[src/rtl/rsa_op_loader.sv]
`timescale 1ns/1ps
`default_nettype none
// ============================================================================
//  Module   : rsa_op_loader
//  Purpose  : Operand entry controller for the RSA demo board. Each accepted
//             press of the load pushbutton shifts the 8-bit toggle-switch value
//             into the current operand, most significant byte first. The
//             operands are loaded in the order M, E, then N. The block then
//             starts the RSA core and waits for it to finish. When the core
//             is done, it pulses the select line of the display controller.
//
//  Ports    : ld_clk    in   1  system clock (rising edge)
//             ld_rst    in   1  synchronous active-high reset
//             ld_din    in   8  toggle switches (asynchronous, read on capture)
//             ld_btn    in   1  load pushbutton (asynchronous, bouncy)
//             ld_done   in   1  core completion, only looked at while BUSY
//             ld_m      out  W  message operand   (W = 8*NBYTES)
//             ld_e      out  W  exponent operand
//             ld_n      out  W  modulus operand
//             ld_start  out  1  one-cycle core start pulse
//             ld_busy   out  1  high while the core is being started or runs
//             ld_sel    out  1  one-cycle select pulse to display controller
//             ld_field  out  2  0=M, 1=E, 2=N, 3=run
//
//  Config   : RSA_LD_DEBOUNCE_EN - when defined, a DEB_CYCLES-sample
//             debouncer follows the synchronizer. When undefined, the
//             synchronized button level is used directly.
//
//  Revision : 1.0  initial release
// ============================================================================
module rsa_op_loader #(
    parameter int NBYTES     = 1,
    parameter int DEB_CYCLES = 16
) (
    input  logic                  ld_clk,
    input  logic                  ld_rst,
    input  logic [7:0]            ld_din,
    input  logic                  ld_btn,
    input  logic                  ld_done,
    output logic [8*NBYTES-1:0]   ld_m,
    output logic [8*NBYTES-1:0]   ld_e,
    output logic [8*NBYTES-1:0]   ld_n,
    output logic                  ld_start,
    output logic                  ld_busy,
    output logic                  ld_sel,
    output logic [1:0]            ld_field
);

    localparam int c_W     = 8 * NBYTES;
    localparam int c_IDX_W = (NBYTES > 1) ? $clog2(NBYTES) : 1;
    localparam logic [c_IDX_W-1:0] c_IDX_LAST = c_IDX_W'(NBYTES - 1);

    localparam logic [2:0] c_ST_LOAD_M = 3'd0;
    localparam logic [2:0] c_ST_LOAD_E = 3'd1;
    localparam logic [2:0] c_ST_LOAD_N = 3'd2;
    localparam logic [2:0] c_ST_START  = 3'd3;
    localparam logic [2:0] c_ST_BUSY   = 3'd4;

    // ------------------------------------------------------------------
    // Button path: synchronizer -> (debouncer) -> rising-edge accept
    // ------------------------------------------------------------------
    logic r_sync1;
    logic r_sync2;
    logic w_q;
    logic r_q_prev;
    logic w_acc;

    always_ff @(posedge ld_clk) begin
        if (ld_rst) begin
            r_sync1 <= 1'b0;
            r_sync2 <= 1'b0;
        end else begin
            r_sync1 <= ld_btn;
            r_sync2 <= r_sync1;
        end
    end

`ifdef RSA_LD_DEBOUNCE_EN
    localparam int c_CNT_W = $clog2(DEB_CYCLES);
    localparam logic [c_CNT_W-1:0] c_CNT_LAST = c_CNT_W'(DEB_CYCLES - 1);

    logic               r_q;
    logic [c_CNT_W-1:0] r_cnt;

    // A level change is accepted only after DEB_CYCLES consecutive samples
    // that disagree with the current stable level. Any agreeing sample
    // restarts the count.
    always_ff @(posedge ld_clk) begin
        if (ld_rst) begin
            r_q   <= 1'b0;
            r_cnt <= '0;
        end else if (r_sync2 == r_q) begin
            r_cnt <= '0;
        end else if (r_cnt == c_CNT_LAST) begin
            r_q   <= r_sync2;
            r_cnt <= '0;
        end else begin
            r_cnt <= r_cnt + 1'b1;
        end
    end

    assign w_q = r_q;
`else
    assign w_q = r_sync2;
`endif

    always_ff @(posedge ld_clk) begin
        if (ld_rst) begin
            r_q_prev <= 1'b0;
        end else begin
            r_q_prev <= w_q;
        end
    end

    assign w_acc = w_q & ~r_q_prev;

    // ------------------------------------------------------------------
    // Operand shift values (new byte enters at the LSB end)
    // ------------------------------------------------------------------
    logic [c_W-1:0] r_m;
    logic [c_W-1:0] r_e;
    logic [c_W-1:0] r_n;
    logic [c_W-1:0] w_shift_m;
    logic [c_W-1:0] w_shift_e;
    logic [c_W-1:0] w_shift_n;

    generate
        if (NBYTES == 1) begin : g_single_byte
            assign w_shift_m = ld_din;
            assign w_shift_e = ld_din;
            assign w_shift_n = ld_din;
        end else begin : g_multi_byte
            assign w_shift_m = {r_m[c_W-9:0], ld_din};
            assign w_shift_e = {r_e[c_W-9:0], ld_din};
            assign w_shift_n = {r_n[c_W-9:0], ld_din};
        end
    endgenerate

    // ------------------------------------------------------------------
    // Control FSM
    // ------------------------------------------------------------------
    logic [2:0]         r_state;
    logic [2:0]         w_next_state;
    logic [c_IDX_W-1:0] r_idx;
    logic [c_IDX_W-1:0] w_next_idx;
    logic               w_cap_m;
    logic               w_cap_e;
    logic               w_cap_n;
    logic               w_start_nxt;
    logic               w_sel_nxt;
    logic               w_busy_nxt;
    logic [1:0]         w_field_nxt;

    logic               r_start;
    logic               r_busy;
    logic               r_sel;
    logic [1:0]         r_field;

    always_ff @(posedge ld_clk) begin
        if (ld_rst) begin
            r_state <= c_ST_LOAD_M;
            r_idx   <= '0;
        end else begin
            r_state <= w_next_state;
            r_idx   <= w_next_idx;
        end
    end

    always_comb begin
        w_next_state = r_state;
        w_next_idx   = r_idx;
        w_cap_m      = 1'b0;
        w_cap_e      = 1'b0;
        w_cap_n      = 1'b0;
        w_start_nxt  = 1'b0;
        w_sel_nxt    = 1'b0;

        case (r_state)
            c_ST_LOAD_M: begin
                if (w_acc) begin
                    w_cap_m = 1'b1;
                    if (r_idx == c_IDX_LAST) begin
                        w_next_idx   = '0;
                        w_next_state = c_ST_LOAD_E;
                    end else begin
                        w_next_idx = r_idx + 1'b1;
                    end
                end
            end
            c_ST_LOAD_E: begin
                if (w_acc) begin
                    w_cap_e = 1'b1;
                    if (r_idx == c_IDX_LAST) begin
                        w_next_idx   = '0;
                        w_next_state = c_ST_LOAD_N;
                    end else begin
                        w_next_idx = r_idx + 1'b1;
                    end
                end
            end
            c_ST_LOAD_N: begin
                if (w_acc) begin
                    w_cap_n = 1'b1;
                    if (r_idx == c_IDX_LAST) begin
                        w_next_idx   = '0;
                        w_next_state = c_ST_START;
                    end else begin
                        w_next_idx = r_idx + 1'b1;
                    end
                end
            end
            c_ST_START: begin
                // Presses here and in BUSY are dropped on purpose, so the
                // operands stay fixed while the core runs.
                w_start_nxt  = 1'b1;
                w_next_state = c_ST_BUSY;
            end
            c_ST_BUSY: begin
                if (ld_done) begin
                    w_sel_nxt    = 1'b1;
                    w_next_idx   = '0;
                    w_next_state = c_ST_LOAD_M;
                end
            end
            default: begin
                w_next_idx   = '0;
                w_next_state = c_ST_LOAD_M;
            end
        endcase

        // Status outputs are registered from the next state so they line up
        // with the state register.
        w_busy_nxt = (w_next_state == c_ST_START) || (w_next_state == c_ST_BUSY);
        case (w_next_state)
            c_ST_LOAD_M: w_field_nxt = 2'd0;
            c_ST_LOAD_E: w_field_nxt = 2'd1;
            c_ST_LOAD_N: w_field_nxt = 2'd2;
            default:     w_field_nxt = 2'd3;
        endcase
    end

    // ------------------------------------------------------------------
    // Registered outputs and operand registers
    // ------------------------------------------------------------------
    always_ff @(posedge ld_clk) begin
        if (ld_rst) begin
            r_m     <= '0;
            r_e     <= '0;
            r_n     <= '0;
            r_start <= 1'b0;
            r_busy  <= 1'b0;
            r_sel   <= 1'b0;
            r_field <= 2'd0;
        end else begin
            if (w_cap_m) r_m <= w_shift_m;
            if (w_cap_e) r_e <= w_shift_e;
            if (w_cap_n) r_n <= w_shift_n;
            r_start <= w_start_nxt;
            r_busy  <= w_busy_nxt;
            r_sel   <= w_sel_nxt;
            r_field <= w_field_nxt;
        end
    end

    assign ld_m     = r_m;
    assign ld_e     = r_e;
    assign ld_n     = r_n;
    assign ld_start = r_start;
    assign ld_busy  = r_busy;
    assign ld_sel   = r_sel;
    assign ld_field = r_field;

endmodule
`default_nettype wire

[config.mk]
export PLATFORM = sky130hd
export DESIGN_NAME = rsa_op_loader
export DESIGN_NICKNAME = d
export VERILOG_FILES = /design/src/rtl/rsa_op_loader.sv
export SDC_FILE = /design/constraint.sdc
export NUM_CORES = 1
export LEC_CHECK = 0
export CORE_AREA = 2 2 67 69
export CTS_BUF_LIST = sky130_fd_sc_hd__clkbuf_8 sky130_fd_sc_hd__clkbuf_16
export CTS_CLUSTER_DIAMETER = 40
export DETAILED_ROUTE_END_ITERATION = 8
export DIE_AREA = 0 0 69 71
export DONT_BUFFER_PORTS = 1
export PLACE_DENSITY = 0.6
export SLEW_MARGIN = 20
export SYNTH_ARGS = -nofsm -noshare
export SYNTH_HDL_FRONTEND = slang
export SYNTH_SLANG_ARGS = --single-unit
[constraint.sdc]
create_clock -name ld_clk -period 1.6 [get_ports ld_clk]
set_clock_uncertainty 0.2 [all_clocks]
set_input_delay 0.24 -clock ld_clk [delete_from_list [all_inputs] [get_ports ld_clk]]
set_output_delay 0.24 -clock ld_clk [all_outputs]
set_load 0.03 [all_outputs]
==> metrics.txt <==
status=completed; Mapped Area=approximately 1400 µm²; Leak=approximately 0.76 nW; DRC=0; IO buf count=0; vias=~1000; R2R Path End=ld_m[6]$_SDFFE_PP0P_; Final Setup Violations=0; initial antenna violation count=0; worst-case reg-to-reg path depth=3; Clock H-tree levels=2; final hold violations=0; r2r setup slk=around 0.054 ns; total power=between 0.0015 and 0.002 W; dpl ws=between 0.07 and 0.08 ns; Tot GR Track Use=about an eighth; Setup WS post-layout=between 0.05 and 0.06 ns; arrival time at the worst endpoint=roughly 1.6 ns; synthesis-to-finish area growth=34.1%; worst skew pair latency=approximately 0.28 ns; max-cap viol count=0; drt wl/cell=roughly 15 µm; CTS clk-pin slew, worst paths=about 0.07 ns; cells after synthesis=around 130; Worst Hold Path EP=ld_n[4]$_SDFFE_PP0P_; Hold Path Depth=2; drt first-iter violations=31; commonest non-fill, non-tap cell in the layout=nand2b_1; RSZ-0062 raised after global routing=no; Pre-Repair DR Iteration Count=4; largest fanout on the critical path=2; pin count of the biggest net entering global routing=23; YS warnings=0; Worst VDD drop=0.000524 V; DRT Wirelength=about 3100 µm; CTS tree=built; Overflow after GRT=0; starting density of the core=between 30% and 40%; detailed placement HPWL=approximately 2000 µm; min-delay src=ld_rst; crit share post-route=96.6%; Worst Setup Start Kind=register; Setup CP Type=reg2reg; core area=~4200 µm²; Max-slew headroom=~53%; number of global-route vias before repair=between 1000 and 1500; FILL cells=between 400 and 500; layout cells sized above 1=between 15 and 20%; CTS buffer count=5; final hold slack=0.00973 ns; setup tns final=0 ns; TritonCTS Sinks=35; Avg Cell Area, Syn=between 10 and 15 µm²; most frequent cells in the layout=33 x nand2b_1, 25 x dfxtp_1, 24 x mux2i_1; Final Util=a little over two fifths; drt via density=4.73; DIE WIDTH=between 60 and 70 µm; Yosys reg bits=35; row count=24; global-route wire length before repair=around 5100 µm; CP required=1.61 ns; Detail Route Antenna Nets=0; Hold-fix buffers, CTS=24; Reg-to-Reg Start=ld_m[6]$_SDFFE_PP0P_; Tmin final=1.55 ns; Final #Nets=between 150 and 200; Pins Over Slew Limit=0; CP endpoint kind=register; die area=roughly 5000 µm²; Die H=roughly 71 µm; post-synth cell types=23; worst slew pin tran=a little over 0.7 ns; Post-Syn Nets=roughly 140; gpl congestion=roughly 0.74; CTS root buf=clkbuf_8; total power per unit cell area=slightly above 900 nW/µm²; sequential area share after synthesis=around 51%; Hold Crit Class=in2reg; Max Fclk=between 600 and 700 MHz; I/O Pins=approximately 40; Max Buffers Root-to-Sink=2; setup bufs post-CTS=0; final antenna diode count=0
flip-flops by register name (all words and copies together) (netlist names):
| register | flops |
|---|---|
| ld_sel | 1 |
| r_q_prev | 1 |
| r_state | 3 |
| ld_field | 2 |
| ld_m | 8 |
| r_sync2 | 1 |
| ld_start | 1 |
| ld_busy | 1 |
| ld_e | 8 |
| r_sync1 | 1 |
| ld_n | 8 |
what timing repair did:
item,in CTS,in global routing
setup endpoints to repair,0,23
resized for setup,0,11
hold endpoints to repair,35,1
metrics by stage:
stage	std cells	cell area, µm²
2_1_floorplan	131	1380
3_3_place_gp	184	1490
3_5_place_dp	184	1490
4_1_cts	216	1830
5_1_grt	216	1850
6_report	216	1850
worst max-delay path by stage:
stage,from,to
5_1_grt,r_state[0]$_SDFF_PP0_,ld_field[0]$_SDFF_PP0_
3_3_place_gp,r_state[0]$_SDFF_PP0_,ld_field[0]$_SDFF_PP0_
3_5_place_dp,r_state[0]$_SDFF_PP0_,ld_field[0]$_SDFF_PP0_
6_report,ld_m[6]$_SDFFE_PP0P_,ld_m[6]$_SDFFE_PP0P_
2_1_floorplan,r_state[2]$_SDFF_PP0_,ld_field[0]$_SDFF_PP0_
4_1_cts,ld_rst,ld_m[5]$_SDFFE_PP0P_
logic make-up after synthesis:
family | Yosys count | share of synthesized area [%]
buffers and inverters | 8 | 2.81
AO/OA/AOI/OAI | 9 | 4.27
AND/OR/NAND/NOR | 55 | 24.7
multiplexers | 24 | 17.4
flip-flops | 35 | 50.8
synth_stat cells:
master	n	share of area, %
a21oi_1	4	1.5
a221oi_2	1	1.1
a31oi_1	1	0.45
and2b_1	1	0.54
and3_1	1	0.45
buf_2	1	0.36
buf_6	1	0.82
clkbuf_1	5	1.4
dfxtp_1	35	51
inv_1	1	0.27
mux2i_1	24	17
nand2_1	3	0.82
nand2b_1	33	15
nand3_1	1	0.36
nand3b_1	2	1.1
nor2_1	2	0.54
nor2b_1	6	2.7
nor3_1	2	0.73
nor3b_1	1	0.54
nor4_1	2	0.91
o21a_1	1	0.54
o21ai_0	2	0.73
or4b_4	1	1.0
metal layers:
metal  routed length, µm  track usage [%]
met5                   0                0
met4                  50             6.75
met3                 169             4.56
met2                1550             22.2
met1                1360             15.3
power by group:
group / leakage (nW) / total (W) / internal [W] / switching (W)
Clock: 0.0557 / 0.000687 / 0.000386 / 0.000300
Sequential: 0.288 / 0.000916 / 0.000887 / 0.0000289
Combinational: 0.413 / 0.000102 / 0.0000597 / 0.0000425
Total: 0.757 / 0.00170 / 0.00133 / 0.000372
cell type report:
cell class / instances / area (µm²) / share of cell area (%)
flip-flops and latches: 35 / 713 / 38.6
clock inverters: 1 / 3.75 / 0.203
inverters: 1 / 3.75 / 0.203
well taps: 52 / 65.1 / 3.52
multi-input cells: 88 / 639 / 34.6
repair buffers: 32 / 328 / 17.7
clock buffers: 7 / 96.3 / 5.21
critical path, stage by stage, from the launching register on:
cell and delay, ns:
dfxtp_1 0.52, nand2b_1 0.08, dlygate4sd3_1 0.56, mux2i_1 0.12
No activity file was read; power rests on OpenSTA's default activity.
==> RTL change 1: new RTL, same flow settings <==
Build with the macro `RSA_LD_DEBOUNCE_EN` defined.
--- a/src/rtl/rsa_op_loader.sv
+++ b/src/rtl/rsa_op_loader.sv
@@ -29,4 +29,6 @@
 //  Revision : 1.0  initial release
 // ============================================================================
+`define RSA_LD_DEBOUNCE_EN
+
 module rsa_op_loader #(
     parameter int NBYTES     = 1,
Formal check against the unedited RTL: not equivalent (a bounded check fails within 4 cycles, from zero or initial values and one cycle with ld_rst high).
==> RTL change 1 against the original RTL <==
  * Via count up 16%
  * Worst setup slack worse by 0.0074 ns
  * Critical path type unchanged
  * Design area up 11%
  * Synthesized area up 16%
  * Wire length up 11%
  * Hold slack worse by 0.0057 ns
  * Largest power group unchanged
  * Sequential cell count up 5
  * Total power up 15%
  * Critical endpoint is now ld_e[5]
==> RTL change 1: results (changes against the original RTL) <==
| Metric | Value |
|---|---|
| Outcome | `complete, no violations` |
| Hold worst-path end | `ld_e[7]` |
| Pint | `1.58 mW (+19%)` |
| Htree depth | `2 (unchanged)` |
| Met1 Use GR | `16.4% (+1.2 points)` |
| Switch Pwr | `0.372 mW (about the same)` |
| Util after Layout | `48.6% (+4.6 points)` |
| Area after DPL | `1640 µm² (+10%)` |
| Post-synthesis adder-cell area fraction | `0.781% (+0.78 points)` |
| Worst-Margin Slew | `0.784 ns (+0.0756 ns)` |
| Area contributors post-synth | `dfxtp_1 (50%), mux2i_1 (16%), nand2b_1 (13%), nor2_1 (1.6%), xor2_1 (1.6%)` |
| Crit path from | `ld_e[5]` |
| Fillers | `408 (-1.2%)` |
| Netlist cell types | `26 (+13%)` |
| Seq pwr | `0.997 mW (+8.8%)` |
| Synth Area in Compound Gates | `2.89% (-1.4 points)` |
| Syn_nets | `168 (+17%)` |
| First-pass GRT wire length | `5780 µm (+14%)` |
| Iteration-0 DRC Markers | `61 (+97%)` |
| Synth Area in XOR/XNOR | `1.64% (+1.6 points)` |
| WL/cell | `14.8 µm (+2.2%)` |
| Placer Congestion | `0.748 (+1.1%)` |
| Non-clk invs | `3 (+2)` |
| Non-clk bufs | `30 (-6.3%)` |
| VDD IR max | `0.480 mV (-8.3%)` |
| Share of post-route cells with drive strength above 1 | `15.4% (-1.1 points)` |
| M2 GR Usage | `25.3% (+3.1 points)` |
| Seq/Total Area, Yosys | `50.0% (-0.82 points)` |
| Largest net degree at the start of global routing | `25 (+8.7%)` |
| Clock network area share | `6.18% (+0.77 points)` |
| Area of the multi-input gates | `736 µm² (+15%)` |
| Met2 WL | `1770 µm (+14%)` |
| Mux cell area share after synthesis | `16.3% (-1.2 points)` |
| GRT met3 Usage | `6.84% (+2.3 points)` |
| Leakage | `0.861 nW (+14%)` |
| Total GRT Usage | `14.9% (+1.5 points)` |
| Register area | `816 µm² (+14%)` |
| Hold Worst Slack | `0.00400 ns (-0.00573 ns)` |
| Vias in the first global route | `1,219 (+11%)` |
| Nets | `194 (+11%)` |
| Met1 WL | `1420 µm (+4.5%)` |
| Critical path peak fanout | `2 (unchanged)` |
| Part of the power in combinational logic | `3.1% (-2.9 points)` |
| Via density | `5.04 (+6.7%)` |
==> RTL change 1: changes by cell type after synthesis, moves of 2 or more <==
cell	unedited run	this run
nand3_1	1	4
dfxtp_1	35	40
nor3_1	2	4
xor2_1	0	3
nor2b_1	6	4
nor2_1	2	7
mux2i_1	24	26
and3b_1	0	2
buf_2	1	3
==> RTL change 1: through the flow <==
stage / TNS [ns] / worst slack (ns) / instances
5_1_grt: 0 / 0.00274 / 234
3_3_place_gp: 0 / 0.0684 / 201
6_report: 0 / 0.0467 / 234
4_1_cts: 0 / 0.0110 / 234
2_1_floorplan: 0 / 0.131 / 155
3_5_place_dp: -0.0731 / -0.0512 / 201
==> RTL change 1: timing repair <==
action	CTS	global route
hold endpoints to repair	40	0
pin swaps	0	0
setup endpoints to repair	6	28
hold buffers	25	0
resized for setup	2	12
==> RTL change 1: critical path, stage by stage (launching register included) <==
cell	delay (ns)
dfxtp_1	0.52
nand2b_1	0.08
dlygate4sd3_1	0.55
mux2i_1	0.13
==> RTL change 2: new RTL, same flow settings <==
Made on the original files. Register the inputs `ld_din`, `ld_btn` and `ld_done` before use, with the module's reset. The logic sees them one clock later.
--- a/src/rtl/rsa_op_loader.sv
+++ b/src/rtl/rsa_op_loader.sv
@@ -57,4 +57,20 @@
     localparam logic [2:0] c_ST_BUSY   = 3'd4;
 
+    logic [7:0] ld_din_q;
+    logic ld_btn_q;
+    logic ld_done_q;
+
+    always_ff @(posedge ld_clk) begin
+        if (ld_rst) begin
+            ld_din_q  <= '0;
+            ld_btn_q  <= '0;
+            ld_done_q <= '0;
+        end else begin
+            ld_din_q  <= ld_din;
+            ld_btn_q  <= ld_btn;
+            ld_done_q <= ld_done;
+        end
+    end
+
     // ------------------------------------------------------------------
     // Button path: synchronizer -> (debouncer) -> rising-edge accept
@@ -71,5 +87,5 @@
             r_sync2 <= 1'b0;
         end else begin
-            r_sync1 <= ld_btn;
+            r_sync1 <= ld_btn_q;
             r_sync2 <= r_sync1;
         end
@@ -127,11 +143,11 @@
     generate
         if (NBYTES == 1) begin : g_single_byte
-            assign w_shift_m = ld_din;
-            assign w_shift_e = ld_din;
-            assign w_shift_n = ld_din;
+            assign w_shift_m = ld_din_q;
+            assign w_shift_e = ld_din_q;
+            assign w_shift_n = ld_din_q;
         end else begin : g_multi_byte
-            assign w_shift_m = {r_m[c_W-9:0], ld_din};
-            assign w_shift_e = {r_e[c_W-9:0], ld_din};
-            assign w_shift_n = {r_n[c_W-9:0], ld_din};
+            assign w_shift_m = {r_m[c_W-9:0], ld_din_q};
+            assign w_shift_e = {r_e[c_W-9:0], ld_din_q};
+            assign w_shift_n = {r_n[c_W-9:0], ld_din_q};
         end
     endgenerate
@@ -217,5 +233,5 @@
             end
             c_ST_BUSY: begin
-                if (ld_done) begin
+                if (ld_done_q) begin
                     w_sel_nxt    = 1'b1;
                     w_next_idx   = '0;
Function: changed (Yosys sat finds a counterexample within 4 cycles, from zero or initial values and one cycle with ld_rst high).
==> RTL change 2 against the original RTL <==
  * Design area rose by 5.3%
  * Synthesized area rose by 19%
  * Sequential cell count rose by 10
  * Utilization rose by 2.3 points
  * Wire length fell by 2.8%
  * Via count rose by 4.1%
  * Worst setup slack improved by 0.044 ns
  * Count of clock-buffer cells in the layout fell by 1
  * Total power rose by 25%
  * Highest routed layer unchanged
==> RTL change 2: results (changes against the original RTL) <==
| Metric | Value |
|---|---|
| Critical path peak fanout | `9 (+7)` |
| Post-synth top cells | `dfxtp_1 (45), nand2b_1 (34), mux2i_1 (24), nor2b_1 (16), clkbuf_1 (5)` |
| Vias in the first global route | `1,081 (-1.3%)` |
| Share of post-route cells with drive strength above 1 | `9.58% (-6.9 points)` |
| Met1 Use GR | `16.3% (+1.0 points)` |
| CTS clk-pin slew, worst paths | `0.09 ns (+0.02 ns)` |
| FF-to-FF path depth | `3 (unchanged)` |
| Async set or reset register ratio after synthesis | `0% (unchanged)` |
| Total GRT Usage | `13.5% (+0.18 points)` |
| Outcome | `complete, no violations` |
| Fillers | `397 (-3.9%)` |
| Final cell count without fillers | `219 (+1.4%)` |
| DP Worst Slack | `0.0679 ns (-0.00788 ns)` |
| Met2 WL | `1460 µm (-5.9%)` |
| Via density | `4.85 (+2.7%)` |
| Placer Congestion | `0.641 (-13%)` |
| Antenna Cells | `0 (unchanged)` |
| Netlist cell types | `20 (-13%)` |
| Worst path arrival time | `1.53 ns (-0.03 ns)` |
| Met3 wire len | `194 µm (+15%)` |
| Longest Clk Path Bufs | `2 (unchanged)` |
| Kind of cell adding the most delay to the critical path | `simple AND/OR/NAND/NOR gates` |
| Crit-path max cell delay | `0.52 ns (-0.04 ns)` |
| Seq/Total Area, Yosys | `54.9% (+4.1 points)` |
| Iteration-0 DRC Markers | `64 (+110%)` |
| Root Driver | `clkbuf_8` |
| Yosys synthesis warning count | `0 (unchanged)` |
| WL/cell | `13.9 µm (-4.2%)` |
| Critical register-to-register path endpoint | `ld_field[0]` |
| Hold Worst Slack | `0.00744 ns (-0.00229 ns)` |
| Leakage | `0.799 nW (+5.5%)` |
| Area contributors post-synth | `dfxtp_1 (55%), mux2i_1 (15%), nand2b_1 (13%), nor2b_1 (6.1%), nor4_4 (1.3%)` |
| Met1 WL | `1330 µm (-2.3%)` |
| CP max stage cell | `or4b_1` |
| First-pass GRT wire length | `5250 µm (+3.7%)` |
| Syn_nets | `163 (+14%)` |
| RR Startpoint | `r_state[1]` |
| Htree depth | `2 (unchanged)` |
| Flop2flop setup slack | `0.1 ns (+0.04 ns)` |
| Skew-Pair Late Insertion Delay | `0.30 ns (+0.02 ns)` |
| Avg Synthesized Cell Area | `10.9 µm² (+3.3%)` |
| Port bufs | `0 (unchanged)` |
| M2 GR Usage | `21.8% (-0.43 points)` |
| Detailed placement HPWL | `1960 µm (-3.5%)` |
| VDD IR max | `0.461 mV (-12%)` |
| Placed cells | `199 (+8.2%)` |
| Slew HR | `76.6% (+24 points)` |
| Pre-antenna DRT Iters | `4 (unchanged)` |
| Area after DPL | `1700 µm² (+14%)` |
| Largest net degree at the start of global routing | `46 (+100%)` |
| Hold worst-path end | `ld_e[4]` |
| GRT met3 Usage | `4.99% (+0.43 points)` |
| Hold Path Class | `input port to flop` |
| Nets | `178 (+1.7%)` |
-- RTL change 2: power breakdown --
group          leakage [nW]  internal (mW)  switching (mW)  total (mW)
clock network        0.0626          0.503           0.381       0.884
logic                 0.370         0.0526          0.0363      0.0889
registers             0.366           1.14          0.0170        1.16
-- RTL change 2: how the worst max path moves through the flow --
stage / endpoint / cells past startpoint / slack (ns) / start
after global routing: ld_field[0] / 3 / 0.02 / r_state[1]
after global placement: ld_field[0] / 3 / 0.14 / r_state[0]
after floorplan: ld_m[0] / 3 / 0.12 / r_state[2]
final: ld_field[0] / 3 / 0.1 / r_state[1]
after CTS: ld_field[0] / 3 / 0.06 / r_state[0]
after detailed placement: ld_field[0] / 3 / 0.07 / r_state[0]
-- RTL change 2: final cells by class --
class	count	area share, %
Multi-Input combinational cell	96	35.3
Clock inverter	2	1.74
Clock buffer	6	4.24
Timing Repair Buffer	18	9.00
Sequential cell	45	46.3
Tap cell	52	3.34
-- RTL change 2: logic make-up after synthesis --
group / share of synthesized area (%)
flip-flops: 54.9
multiplexers: 14.6
buffers and inverters: 3.20
AND/OR/NAND/NOR: 25.2
AO/OA/AOI/OAI: 2.13
-- RTL change 2: repair_timing --
item | in CTS | in global routing
setup endpoints to repair | 0 | 2
hold endpoints to repair | 45 | 0
resized for setup | 0 | 1
hold buffers | 12 | 0
-- RTL change 2: worst reg2reg max path, stage by stage, from the launching register on --
cell,delay (ns)
dfxtp_1,0.41
or4b_1,0.52
o21a_1,0.15
a31oi_1,0.14
-- RTL change 2: metrics by stage --
stage | power, mW | util, %
detailed placement | 1.23 | 40.4
CTS | 2.14 | 46.3
floorplan | 1.23 | -
finish | 2.13 | 46.3
global route | 2.20 | 46.3
global placement | 1.23 | 40.4
